File: config.mk
export PLATFORM = sky130hd
export DESIGN_NAME = lock_attempt_controller
export DESIGN_NICKNAME = d
export VERILOG_FILES = /design/src/rtl/lock_attempt_controller_pkg.sv /design/src/rtl/lock_timer.sv /design/src/rtl/lock_attempt_controller.sv
export SDC_FILE = /design/constraint.sdc
export NUM_CORES = 1
export LEC_CHECK = 0
export ABC_AREA = 1
export BUFFER_PORTS_ARGS = -buffer_cell sky130_fd_sc_hd__buf_2
export CORE_AREA = 2 2 39 41
export DETAILED_ROUTE_END_ITERATION = 7
export DIE_AREA = 0 0 41 43
export GPL_TIMING_DRIVEN = 0
export PLACE_DENSITY = 0.73
export SETUP_SLACK_MARGIN = 0.05
export SLEW_MARGIN = 40
export SYNTH_ARGS = -nofsm -noshare
export SYNTH_HDL_FRONTEND = slang
export SYNTH_SLANG_ARGS = --single-unit
File: constraint.sdc
create_clock -name clk -period 2.1 [get_ports clk]
set_input_delay 0.105 -clock clk [delete_from_list [all_inputs] [get_ports clk]]
set_output_delay 0.105 -clock clk [all_outputs]
set_load 0.01 [all_outputs]
File: src/rtl/lock_attempt_controller_pkg.sv
// Shared types and default constants for the lock attempt controller.
// The state encoding and default timings are visible to the RTL and to any bench that imports them.
package lock_attempt_controller_pkg;

  localparam int MAX_FAILS_DEF      = 3;
  localparam int UNLOCK_CYCLES_DEF  = 8;
  localparam int LOCKOUT_CYCLES_DEF = 16;
  localparam int CNT_W_DEF          = 5;

  typedef enum logic [2:0] {
    ST_IDLE    = 3'd0,
    ST_CHECK   = 3'd1,
    ST_OPEN    = 3'd2,
    ST_FAIL    = 3'd3,
    ST_LOCKOUT = 3'd4
  } lock_state_e;

endpackage

File: src/rtl/lock_timer.sv
// Loadable down-counter that stops at zero and never wraps.
// A load always wins over counting.
module lock_timer #(
  parameter int CNT_W = 5
) (
  input  logic             clk,
  input  logic             rst,
  input  logic             load_i,
  input  logic             en_i,
  input  logic [CNT_W-1:0] load_val_i,
  output logic [CNT_W-1:0] cnt_o,
  output logic             zero_o
);

  logic [CNT_W-1:0] cnt_q;
  logic [CNT_W-1:0] cnt_d;

  always_ff @(posedge clk or posedge rst) begin
    if (rst) begin
      cnt_q <= '0;
    end else begin
      cnt_q <= cnt_d;
    end
  end

  always_comb begin
    cnt_d = cnt_q;
    if (load_i) begin
      cnt_d = load_val_i;
    end else if (en_i && (cnt_q != '0)) begin
      cnt_d = cnt_q - CNT_W'(1);
    end else begin
      cnt_d = cnt_q;
    end
  end

  assign cnt_o  = cnt_q;
  assign zero_o = (cnt_q == '0);

endmodule

File: src/rtl/lock_attempt_controller.sv
// Samples the lock match bit on each accepted try, then drives a timed unlock,
// a fail pulse, or a timed lockout with alarm after too many consecutive misses.
module lock_attempt_controller
  import lock_attempt_controller_pkg::*;
#(
  parameter int MAX_FAILS      = MAX_FAILS_DEF,
  parameter int UNLOCK_CYCLES  = UNLOCK_CYCLES_DEF,
  parameter int LOCKOUT_CYCLES = LOCKOUT_CYCLES_DEF,
  parameter int CNT_W          = CNT_W_DEF
) (
  input  logic       clk,
  input  logic       rst,
  input  logic       try_i,
  input  logic       z_i,
  output logic       ready_o,
  output logic       unlock_o,
  output logic       fail_o,
  output logic       lockout_o,
  output logic       alarm_o,
  output logic [1:0] fail_cnt_o
);

  localparam logic [1:0]       MAX_C     = 2'(MAX_FAILS);
  localparam logic [CNT_W-1:0] UNLOCK_LD = CNT_W'(UNLOCK_CYCLES - 1);
  localparam logic [CNT_W-1:0] LOCK_LD   = CNT_W'(LOCKOUT_CYCLES - 1);

  lock_state_e      state_q, state_d;
  logic [1:0]       fail_cnt_q, fail_cnt_d;
  logic             tmr_load;
  logic [CNT_W-1:0] tmr_load_val;
  logic [CNT_W-1:0] tmr_cnt;
  logic             tmr_zero;
  logic             tmr_en;

  assign tmr_en = (state_q == ST_OPEN) || (state_q == ST_LOCKOUT);

  lock_timer #(.CNT_W(CNT_W)) u_timer (
    .clk        (clk),
    .rst        (rst),
    .load_i     (tmr_load),
    .en_i       (tmr_en),
    .load_val_i (tmr_load_val),
    .cnt_o      (tmr_cnt),
    .zero_o     (tmr_zero)
  );

  always_ff @(posedge clk or posedge rst) begin
    if (rst) begin
      state_q    <= ST_IDLE;
      fail_cnt_q <= 2'd0;
    end else begin
      state_q    <= state_d;
      fail_cnt_q <= fail_cnt_d;
    end
  end

  // In CHECK, fail_cnt_q is always below MAX_C, so the +1 cannot overflow.
  always_comb begin
    state_d      = state_q;
    fail_cnt_d   = fail_cnt_q;
    tmr_load     = 1'b0;
    tmr_load_val = '0;
    case (state_q)
      ST_IDLE: begin
        if (try_i) begin
          state_d = ST_CHECK;
        end else begin
          state_d = ST_IDLE;
        end
      end
      ST_CHECK: begin
        if (z_i) begin
          state_d      = ST_OPEN;
          fail_cnt_d   = 2'd0;
          tmr_load     = 1'b1;
          tmr_load_val = UNLOCK_LD;
        end else if ((fail_cnt_q + 2'd1) < MAX_C) begin
          state_d    = ST_FAIL;
          fail_cnt_d = fail_cnt_q + 2'd1;
        end else begin
          state_d      = ST_LOCKOUT;
          fail_cnt_d   = MAX_C;
          tmr_load     = 1'b1;
          tmr_load_val = LOCK_LD;
        end
      end
      ST_OPEN: begin
        if (tmr_zero) begin
          state_d = ST_IDLE;
        end else begin
          state_d = ST_OPEN;
        end
      end
      ST_FAIL: begin
        state_d = ST_IDLE;
      end
      ST_LOCKOUT: begin
        if (tmr_zero) begin
          state_d    = ST_IDLE;
          fail_cnt_d = 2'd0;
        end else begin
          state_d = ST_LOCKOUT;
        end
      end
      default: begin
        state_d    = ST_IDLE;
        fail_cnt_d = 2'd0;
      end
    endcase
  end

  assign ready_o    = (state_q == ST_IDLE);
  assign unlock_o   = (state_q == ST_OPEN);
  assign fail_o     = (state_q == ST_FAIL);
  assign lockout_o  = (state_q == ST_LOCKOUT);
  assign alarm_o    = (state_q == ST_LOCKOUT) && (tmr_cnt == LOCK_LD);
  assign fail_cnt_o = fail_cnt_q;

endmodule

==> impl_metrics.json, run 1 <==
{
  "outcome": "finished, final reports clean",
  "critPathCapture": "fail_cnt_o[0]",
  "setup_slack_ns": 0.717,
  "ys_seq_elements": 10,
  "num_rows": 14,
  "cts.path.max_buffers": 2,
  "internal_power_uw": 526,
  "timing.critical_path.to_type": "register",
  "crit_path_max_incr_delay_ns": 0.41,
  "r2r_setup_slack_ns": 0.72,
  "r2r_end": "fail_cnt_o[0]",
  "final_min_period_over_clock_period_pct": 65.8,
  "groute.usage.overall_pct": 15.5,
  "place.detailed.hpwl_um": 911,
  "cp_data_required_time_ns": 2.25,
  "port_buffers": 10,
  "layout_area_overhead_pct": 16.7,
  "ant_nets": 0,
  "worst-slew-pin-transition_ns": 0.399,
  "antenna_found_initial": 0,
  "avgSynthCellArea_sq_um": 7.68,
  "worstSetupPathType": "reg -> reg",
  "distinct_cell_type_count_of_the_synthesized_netlist": 17,
  "numPlacedInstances": 106,
  "power_per_cell_area_nw_per_um2": 1380,
  "fraction_of_power_consumed_by_combinational_cells_pct": 51.8,
  "die_area_sq_um": 1760,
  "initial_utilization_pct": 44.4,
  "timing.final.setup_violations": 0,
  "pin_count_of_the_biggest_net_entering_global_routing": 11,
  "cts_tree": "built",
  "globalplace.congestion": 0.784,
  "cp_data_arrival_time_ns": 1.53,
  "cp.buffers_inverters": 1,
  "tritoncts_num_sinks": 10,
  "worst_skew_pair.late_latency_ns": 0.26,
  "viasPerCell": 4.92,
  "layoutNonFillerInstCount": 110,
  "timing.critical_path.depth": 7,
  "power.share.sequential_pct": 34.8,
  "globalRouteOverflowTotal": 0,
  "cts.htree.levels": 1,
  "cp_slowest_cell": "sky130_fd_sc_hd__dfrtp_1",
  "worstPathCellList": "inv_1 > ha_1 > nand3b_1 > nand2_1 > o21ai_0 > nand2_1 > nand2_1",
  "timing.setup.tns_ns": 0,
  "final-hold-violation-count": 0,
  "placeable_core_region_sq_um": 1380,
  "timing_max_transition_violations_final": 0,
  "wl_um": 1140,
  "grt_pass1_vias": 523,
  "drc_errors": 0,
  "critical_path.reg2reg.startpoint": "u_timer.cnt_o[0]",
  "clk_root_buffer_cell": "sky130_fd_sc_hd__clkbuf_4",
  "mappedNetlistNets": 88,
  "startpoint": "u_timer.cnt_o[0]",
  "irDropWorstVdd_uv": 468,
  "die-width_um": 41,
  "r2r.worst_path.cells": 7,
  "syn_area_sq_um": 614,
  "synthesis.instances": 80,
  "timing.critical_path.max_delay_family": "flip-flops",
  "proportion_of_layout_cells_with_a_drive_suffix_above_1_pct": 24.5,
  "design.final.nets": 104,
  "setup.worst_path.start_class": "register",
  "dr.first_iter.drc_count": 6,
  "path_max_fanout": 4,
  "finalCriticalPeriod_ns": 1.38,
  "die_y_um": 43,
  "switching_share_pct": 46.7,
  "power_leakage_uw": 0.000400,
  "timing.max_slew.rel_slack_pct": 73.4,
  "dpl-instance-area_sq_um": 684,
  "worst_clock_skew_ns": 0.00136,
  "cts_setup_buffers": 0,
  "synth_sequential_area_ratio_pct": 40.7,
  "max_cap_violations": 0,
  "fmax_mhz": 723,
  "switching_power_uw": 461,
  "ys_warn_count": 0,
  "hp-class": "in -> reg",
  "first_pass_grt_wire_length_um": 1930,
  "wire_per_inst_um": 10.4,
  "design.portCount": 11,
  "dr.pass1.iters": 4,
  "clockPowerShare_pct": 13.4,
  "cts_inserted_buffers": 3,
  "clkTransAtPathRegs_ns": 0.07,
  "place_worst_setup_slack_ns": 0.742,
  "num_antenna_cells": 0,
  "postLayoutCellArea_sq_um": 717,
  "via_count": 541,
  "critical-path-top-cell-by-count": "sky130_fd_sc_hd__nand2_1",
  "unrepaired_setup_endpoints_after_global_routing": "false"
}
-- worst register-to-register path: stages (launching register included) --
cell and delay, ns:
sky130_fd_sc_hd__dfrtp_1 0.41, sky130_fd_sc_hd__inv_1 0.12, sky130_fd_sc_hd__ha_1 0.21, sky130_fd_sc_hd__nand3b_1 0.15, sky130_fd_sc_hd__nand2_1 0.12, sky130_fd_sc_hd__o21ai_0 0.14, sky130_fd_sc_hd__nand2_1 0.09, sky130_fd_sc_hd__nand2_1 0.05
-- layout by cell type, fill, tap and decap left out --
cell type / netlist / routed
sky130_fd_sc_hd__ha_1: 4 / 4
sky130_fd_sc_hd__o21ai_0: 5 / 5
sky130_fd_sc_hd__nor2_2: 2 / 2
sky130_fd_sc_hd__nand3_2: 3 / 3
sky130_fd_sc_hd__inv_1: 12 / 12
sky130_fd_sc_hd__o21ai_1: 2 / 2
sky130_fd_sc_hd__nand2_1: 23 / 23
sky130_fd_sc_hd__nor3_1: 3 / 3
sky130_fd_sc_hd__nand2_2: 2 / 2
sky130_fd_sc_hd__dlygate4sd3_1: 0 / 1
sky130_fd_sc_hd__nand2_4: 1 / 1
sky130_fd_sc_hd__nand3_1: 6 / 6
sky130_fd_sc_hd__nor2_1: 2 / 2
sky130_fd_sc_hd__buf_2: 0 / 10
sky130_fd_sc_hd__inv_2: 2 / 2
sky130_fd_sc_hd__dfrtp_1: 10 / 10
sky130_fd_sc_hd__a31oi_1: 1 / 1
sky130_fd_sc_hd__clkbuf_4: 0 / 3
sky130_fd_sc_hd__nand3b_1: 1 / 1
sky130_fd_sc_hd__o211ai_1: 1 / 1
-- power by group through the flow --
stage	clock network [uW]	logic (uW)	registers, uW
6_report	133	511	343
5_1_grt	143	603	355
4_1_cts	135	516	343
3_5_place_dp	0	514	347
3_3_place_gp	0	494	344
2_1_floorplan	0	392	338
-- cell usage after synthesis --
library cell / instances / area (sq um)
sky130_fd_sc_hd__a31oi_1: 1 / 6.26
sky130_fd_sc_hd__dfrtp_1: 10 / 250
sky130_fd_sc_hd__ha_1: 4 / 50.1
sky130_fd_sc_hd__inv_1: 12 / 45.0
sky130_fd_sc_hd__inv_2: 2 / 7.51
sky130_fd_sc_hd__nand2_1: 23 / 86.3
sky130_fd_sc_hd__nand2_2: 2 / 12.5
sky130_fd_sc_hd__nand2_4: 1 / 11.3
sky130_fd_sc_hd__nand3_1: 6 / 30.0
sky130_fd_sc_hd__nand3_2: 3 / 30.0
sky130_fd_sc_hd__nand3b_1: 1 / 7.51
sky130_fd_sc_hd__nor2_1: 2 / 7.51
sky130_fd_sc_hd__nor2_2: 2 / 12.5
sky130_fd_sc_hd__nor3_1: 3 / 15.0
sky130_fd_sc_hd__o211ai_1: 1 / 7.51
sky130_fd_sc_hd__o21ai_0: 5 / 25.0
sky130_fd_sc_hd__o21ai_1: 2 / 10.0
-- worst min path at each step --
stage / start / endpoint / slack [ns] / depth (start not counted)
after floorplan: rst / fail_cnt_o[0] / -0.05 / 1
after global placement: rst / fail_cnt_o[0] / 0.11 / 2
after detailed placement: rst / fail_cnt_o[1] / 0.12 / 2
after CTS: try_i / state_q[0] / 0.06 / 3
after global routing: try_i / state_q[0] / 0.07 / 3
final: try_i / state_q[0] / 0.05 / 3
-- cell families after synthesis --
| logic type | Yosys count | share of synthesized area [%] |
|---|---|---|
| adders and majority gates | 4 | 8.15 |
| buffers and inverters | 14 | 8.55 |
| AOI/OAI and AO/OA | 9 | 7.94 |
| DFF | 10 | 40.7 |
| and+or+nand+nor | 43 | 34.6 |
-- through the flow --
stage | hold slack, ns | utilization (%) | power [uW]
4_1_cts | 0.0558 | 51.8 | 995
3_5_place_dp | 0.116 | 49.5 | 860
2_1_floorplan | -0.0548 | - | 730
6_report | 0.0536 | 51.8 | 987
5_1_grt | 0.0685 | 51.8 | 1100
3_3_place_gp | 0.108 | 49.5 | 839
-- layer usage --
metal / GRT usage (%) / up-vias / wire length (um) / share of wire, %
met5: 0 / - / 0 / 0
met4: 6.00 / 0 / 10 / 0.88
met3: 3.14 / 4 / 34 / 3.0
met2: 26.6 / 12 / 553 / 49
met1: 17.6 / 243 / 540 / 47
li1: - / 282 / - / -
-- flip-flops by register name, indices dropped and copies added, names as in the netlist --
signal / cells
u_timer.cnt_o: 5
state_q: 3
fail_cnt_o: 2
-- layout make-up --
class / count / area (sq um)
clock buffers: 3 / 22.5
multi-input cells: 56 / 312
fillers: 138 / 667
inverters: 14 / 52.6
flip-flops and latches: 10 / 250
repair buffers: 11 / 60.1
well taps: 16 / 20.0
-- repair_timing --
action                                 CTS  global route
gates resized for setup                  0             0
endpoints found under the hold margin   10             0
hold buffers                             1             0
setup endpoints to repair                0             0
No activity file was read; power rests on OpenSTA's default activity.
==> inputs of run 2 (changes only) <==
Clock period 2.1 ns to 1.4 ns, I/O delays scaled along.
==> run 2 against run 1 <==
Sequential share of layout area is 1.5 points lower. Register-to-register slack worse by 0.61 ns. Critical path depth unchanged. Sequential power increased by 52%. Clock skew down 0.00062 ns. Non-clock buffer count increased by 2. Utilization is 2.4 points higher. Via count grew 2.8%. Wire length grew 4.5%. Count of clock-buffer cells in the layout is the same. Fmax rose by 7.0%.
==> impl_metrics.json, run 2 (synthesis results as in run 1) <==
{
  "worst_skew_pair.late_latency_ns": 0.26,
  "place_worst_setup_slack_ns": 0.0420,
  "cts_inserted_buffers": 3,
  "unrepaired_setup_endpoints_after_global_routing": "false",
  "power.share.sequential_pct": 34.1,
  "timing.critical_path.to_type": "register",
  "postLayoutCellArea_sq_um": 749,
  "final-hold-violation-count": 0,
  "internal_power_uw": 816,
  "globalRouteOverflowTotal": 0,
  "wl_um": 1190,
  "pin_count_of_the_biggest_net_entering_global_routing": 11,
  "final_common_cell": "sky130_fd_sc_hd__nand2_1",
  "dpl-instance-area_sq_um": 684,
  "tritoncts_num_sinks": 10,
  "cp_data_arrival_time_ns": 1.44,
  "fmax_mhz": 773,
  "timing.max_slew.rel_slack_pct": 73.3,
  "globalplace.congestion": 0.784,
  "cts.htree.levels": 1,
  "final_min_period_over_clock_period_pct": 92.3,
  "power_leakage_uw": 0.000407,
  "setup.worst_path.start_class": "register",
  "path_max_fanout": 4,
  "place.detailed.hpwl_um": 911,
  "cts_tree": "built",
  "initial_utilization_pct": 44.4,
  "worstSetupPathType": "reg -> reg",
  "post-layout-total-power_uw": 1530,
  "die_area_sq_um": 1760,
  "dr.pass1.iters": 4,
  "finalCriticalPeriod_ns": 1.29,
  "ant_nets": 0,
  "largest_register_ffs": 5,
  "clockPowerShare_pct": 12.9,
  "switching_share_pct": 46.6,
  "clk_root_buffer_cell": "sky130_fd_sc_hd__clkbuf_4",
  "hp-class": "in -> reg",
  "viasPerCell": 4.96,
  "irDropWorstVdd_uv": 719,
  "via_count": 556,
  "power_per_cell_area_nw_per_um2": 2040,
  "cp_data_required_time_ns": 1.55,
  "wire_per_inst_um": 10.6,
  "port_buffers": 10,
  "num_rows": 14,
  "proportion_of_layout_cells_with_a_drive_suffix_above_1_pct": 31.3,
  "antenna_found_initial": 0,
  "num_antenna_cells": 0,
  "setup_slack_ns": 0.107,
  "placeable_core_region_sq_um": 1380,
  "cts.path.max_buffers": 2,
  "die-width_um": 41,
  "r2r_setup_slack_ns": 0.11,
  "timing.final.setup_violations": 0,
  "max_cap_violations": 0,
  "worst_clock_skew_ns": 0.000739,
  "switching_power_uw": 713,
  "clkTransAtPathRegs_ns": 0.07,
  "outcome": "finished, final reports clean",
  "design.final.nets": 106,
  "design.portCount": 11,
  "dr.first_iter.drc_count": 6,
  "timing.setup.tns_ns": 0,
  "fraction_of_power_consumed_by_combinational_cells_pct": 53.1,
  "grt_pass1_vias": 526,
  "timing_max_transition_violations_final": 0,
  "groute.usage.overall_pct": 15.7,
  "worst_hold_slack_ns": 0.0234,
  "first_pass_grt_wire_length_um": 1940,
  "worst-slew-pin-transition_ns": 0.400,
  "drc_errors": 0,
  "mostFrequentLayoutCells": "sky130_fd_sc_hd__nand2_1 (22), sky130_fd_sc_hd__inv_1 (10), sky130_fd_sc_hd__dfrtp_1 (10), sky130_fd_sc_hd__buf_2 (10), sky130_fd_sc_hd__nand3_1 (6)",
  "layout_area_overhead_pct": 22.0,
  "die_y_um": 43
}
-- run 2: power by group through the flow --
stage	registers, uW	clock network (uW)	logic, uW
detailed placement	520	0	770
finish	521	197	811
global placement	516	0	742
floorplan	507	0	588
global route	536	215	946
CTS	515	203	792
-- run 2: cell type report --
| class | count | area, sq um |
|---|---|---|
| Tap cell | 16 | 20.0 |
| Fill cell | 135 | 634 |
| Clock buffer | 3 | 22.5 |
| Inverter | 14 | 52.6 |
| Multi-Input combinational cell | 56 | 329 |
| Sequential cell | 10 | 250 |
| Timing Repair Buffer | 13 | 75.1 |
-- run 2: critical path, stage by stage, from the launching register on --
cell and delay [ns]:
sky130_fd_sc_hd__dfrtp_1 0.41, sky130_fd_sc_hd__inv_2 0.09, sky130_fd_sc_hd__ha_2 0.19, sky130_fd_sc_hd__nand3b_1 0.14, sky130_fd_sc_hd__nand2_1 0.12, sky130_fd_sc_hd__o21ai_1 0.10
sky130_fd_sc_hd__nand2_1 0.07, sky130_fd_sc_hd__nand2_1 0.04
-- run 2: final timing paths --
kind / from / to / cells past startpoint
worst max-delay path: u_timer.cnt_o[0] / fail_cnt_o[0] / 7
worst min-delay path: try_i / state_q[0] / 3
worst max register to register: u_timer.cnt_o[0] / fail_cnt_o[0] / 7
worst min register to register: fail_cnt_o[0] / fail_cnt_o[0] / 2
max in group asynchronous: rst / state_q[1] / 3
min in group asynchronous: rst / u_timer.cnt_o[0] / 3
-- run 2: per-stage QoR --
| stage | util (%) | cells |
|---|---|---|
| after floorplan | - | 80 |
| after global placement | 49.5 | 106 |
| after detailed placement | 49.5 | 106 |
| after CTS | 52.5 | 110 |
| after global routing | 54.2 | 112 |
| final | 54.2 | 112 |
-- run 2: routing by layer --
metal  vias up  global-route usage [%]  wire length, um
li1        287                       -                -
met1       257                    17.3              543
met2        10                    27.5              610
met3         2                    3.14               29
met4         0                    6.00                8
met5         -                       0                0
-- run 2: what timing repair did --
item                                    in CTS  in global routing
endpoints found under the hold margin       10                  0
endpoints found under the setup margin       3                  6
gates cloned                                 0                  0
hold buffers                                 1                  0
setup buffers                                0                  2
pin swaps                                    0                  2
gates resized for setup                      3                  4
==> inputs of run 3 (changes only) <==
Settings changed: CORE_AREA 2 2 39 41 to default, CORE_UTILIZATION from default to 45, DIE_AREA 0 0 41 43 to default, PLACE_DENSITY 0.73 to 0.72.
Clock period 1.4 ns to 1.5 ns, I/O delays scaled along.
==> run 3 against run 2 <==
First-iteration DRC count increased by 100%. Clock skew barely moved. Register-to-register slack gained 0.09 ns. Worst hold slack improved by 0.0087 ns. Wire length increased by 0.17%. Die area fell by 14%. Non-clock buffer count decreased by 2. Count of clock-buffer cells in the layout grew 1. Via count down 2.3%. Clock power grew 25%. Power shrank 3.2%. Design area down 1.2%.
==> impl_metrics.json, run 3 (synthesis results as in run 1) <==
{
  "num-fill-cells": 108,
  "power.share.sequential_pct": 32.8,
  "timing.final.setup_violations": 0,
  "power_per_cell_area_nw_per_um2": 2000,
  "power_leakage_uw": 0.000406,
  "worst_skew_pair.late_latency_ns": 0.27,
  "first_pass_grt_wire_length_um": 2040,
  "place.detailed.hpwl_um": 917,
  "wire_per_inst_um": 10.9,
  "cp_data_required_time_ns": 1.42,
  "worstPathCellList": "ha_1 > nand3_1 > nor3_1 > buf_2",
  "path_max_fanout": 3,
  "wl_um": 1190,
  "timing.critical_path.depth": 4,
  "outcome": "finished, final reports clean",
  "unrepaired_setup_endpoints_after_global_routing": "false",
  "via_count": 543,
  "clockPowerShare_pct": 16.7,
  "clk_root_buffer_cell": "sky130_fd_sc_hd__clkbuf_4",
  "finalCriticalPeriod_ns": 1.32,
  "cts.path.max_buffers": 2,
  "timing.max_slew.rel_slack_pct": 74.8,
  "dr.pass1.iters": 3,
  "largest_register_ffs": 5,
  "design.final.nets": 104,
  "final_min_period_over_clock_period_pct": 88.3,
  "fraction_of_power_consumed_by_combinational_cells_pct": 50.5,
  "drc_errors": 0,
  "setup.worst_path.start_class": "register",
  "tritoncts_num_sinks": 10,
  "placeable_core_region_sq_um": 1190,
  "cts_inserted_buffers": 3,
  "cp_slowest_cell": "sky130_fd_sc_hd__dfrtp_1",
  "clkTransAtPathRegs_ns": 0.07,
  "initial_utilization_pct": 51.8,
  "cp.buffers_inverters": 1,
  "hold_path_cells": 3,
  "timing.critical_path.to_type": "output pin",
  "die_area_sq_um": 1520,
  "cts_tree": "built",
  "port_buffers": 10,
  "cp_data_arrival_time_ns": 1.25,
  "r2r.worst_path.cells": 8,
  "pin_count_of_the_biggest_net_entering_global_routing": 11,
  "numPlacedInstances": 104,
  "switching_power_uw": 678,
  "crit_path_max_incr_delay_ns": 0.39,
  "switching_share_pct": 45.8,
  "num_rows": 12,
  "proportion_of_layout_cells_with_a_drive_suffix_above_1_pct": 28.4,
  "globalRouteOverflowTotal": 0,
  "layout_area_overhead_pct": 20.6,
  "globalplace.congestion": 0.784,
  "viasPerCell": 4.98,
  "worst_hold_slack_ns": 0.0321,
  "postLayoutCellArea_sq_um": 741,
  "worst_clock_skew_ns": 0.000436,
  "cts.htree.levels": 1,
  "finish.utilization_pct": 62.4,
  "design.portCount": 11,
  "grt_pass1_vias": 499,
  "die-width_um": 39.0,
  "final_common_cell": "sky130_fd_sc_hd__nand2_1",
  "dpl-instance-area_sq_um": 682,
  "max_cap_violations": 0,
  "final-hold-violation-count": 0,
  "fmax_mhz": 755,
  "die_y_um": 39.0,
  "antenna_found_initial": 0,
  "worstSetupPathType": "reg -> out",
  "timing_max_transition_violations_final": 0,
  "internal_power_uw": 802,
  "layoutNonFillerInstCount": 109,
  "ant_nets": 0,
  "num_antenna_cells": 0,
  "hp-class": "in -> reg",
  "dr.first_iter.drc_count": 12,
  "timing.setup.tns_ns": 0,
  "irDropWorstVdd_uv": 1030,
  "worst-slew-pin-transition_ns": 0.378,
  "mostFrequentLayoutCells": "sky130_fd_sc_hd__nand2_1 (22), sky130_fd_sc_hd__inv_1 (11), sky130_fd_sc_hd__dfrtp_1 (10), sky130_fd_sc_hd__buf_2 (10), sky130_fd_sc_hd__nand3_1 (6)",
  "timing.critical_path.max_delay_family": "flip-flops",
  "groute.usage.overall_pct": 20.5
}
-- run 3: cell count changes in the layout (fill, tap and decap cells not counted) --
cell,previous run,this run
sky130_fd_sc_hd__nor3_2,1,0
sky130_fd_sc_hd__clkbuf_8,0,1
sky130_fd_sc_hd__inv_1,10,11
sky130_fd_sc_hd__nor3_1,2,3
sky130_fd_sc_hd__buf_4,2,0
sky130_fd_sc_hd__inv_2,4,3
-- run 3: final timing paths --
kind / start / endpoint / slack, ns
worst max-delay path: u_timer.cnt_o[0] / alarm_o / 0.18
worst min-delay path: try_i / state_q[0] / 0.03
worst max register to register: fail_cnt_o[0] / u_timer.cnt_o[0] / 0.20
worst min register to register: fail_cnt_o[0] / fail_cnt_o[0] / 0.50
max in group asynchronous: rst / state_q[2] / 0.91
min in group asynchronous: rst / u_timer.cnt_o[0] / 0.32
-- run 3: power by group through the flow --
stage / registers (uW) / clock network [uW] / logic (uW)
2_1_floorplan: 473 / 0 / 549
3_3_place_gp: 482 / 0 / 694
3_5_place_dp: 485 / 0 / 723
4_1_cts: 481 / 256 / 732
5_1_grt: 501 / 264 / 872
6_report: 486 / 247 / 747
-- run 3: worst register-to-register path: stages, from the launching register on --
cell and delay (ns):
sky130_fd_sc_hd__dfrtp_1 0.39, sky130_fd_sc_hd__inv_1 0.11, sky130_fd_sc_hd__ha_1 0.19, sky130_fd_sc_hd__inv_1 0.06
sky130_fd_sc_hd__nand2_2 0.09, sky130_fd_sc_hd__nand3_4 0.14, sky130_fd_sc_hd__nand2_4 0.13, sky130_fd_sc_hd__nand2_1 0.05
sky130_fd_sc_hd__o21ai_1 0.07
-- run 3: metal layers --
metal / track usage, % / up-vias / wire [um]
li1: - / 286 / -
met1: 25.7 / 246 / 602
met2: 33.3 / 9 / 557
met3: 3.47 / 2 / 29
met4: 10.3 / 0 / 4
met5: 0 / - / 0
-- run 3: area by class of cell --
class / instances / area (sq um) / share of cell area (%)
Clock buffer: 4 / 36.3 / 4.90
Sequential cell: 10 / 250 / 33.8
Timing Repair Buffer: 11 / 60.1 / 8.11
Multi-Input combinational cell: 56 / 324 / 43.8
Inverter: 14 / 52.6 / 7.09
Tap cell: 14 / 17.5 / 2.36
-- run 3: what timing repair did --
item / in CTS / in global routing
hold buffers: 1 / 0
endpoints found under the setup margin: 0 / 6
resized for setup: 0 / 5
hold endpoints to repair: 10 / 0
buffers inserted: 0 / 0
-- run 3: through the flow --
stage               setup slack, ns  total power (uW)
floorplan                     0.245              1020
global placement              0.177              1180
detailed placement            0.160              1210
CTS                           0.121              1470
global route                 0.0624              1640
finish                        0.175              1480
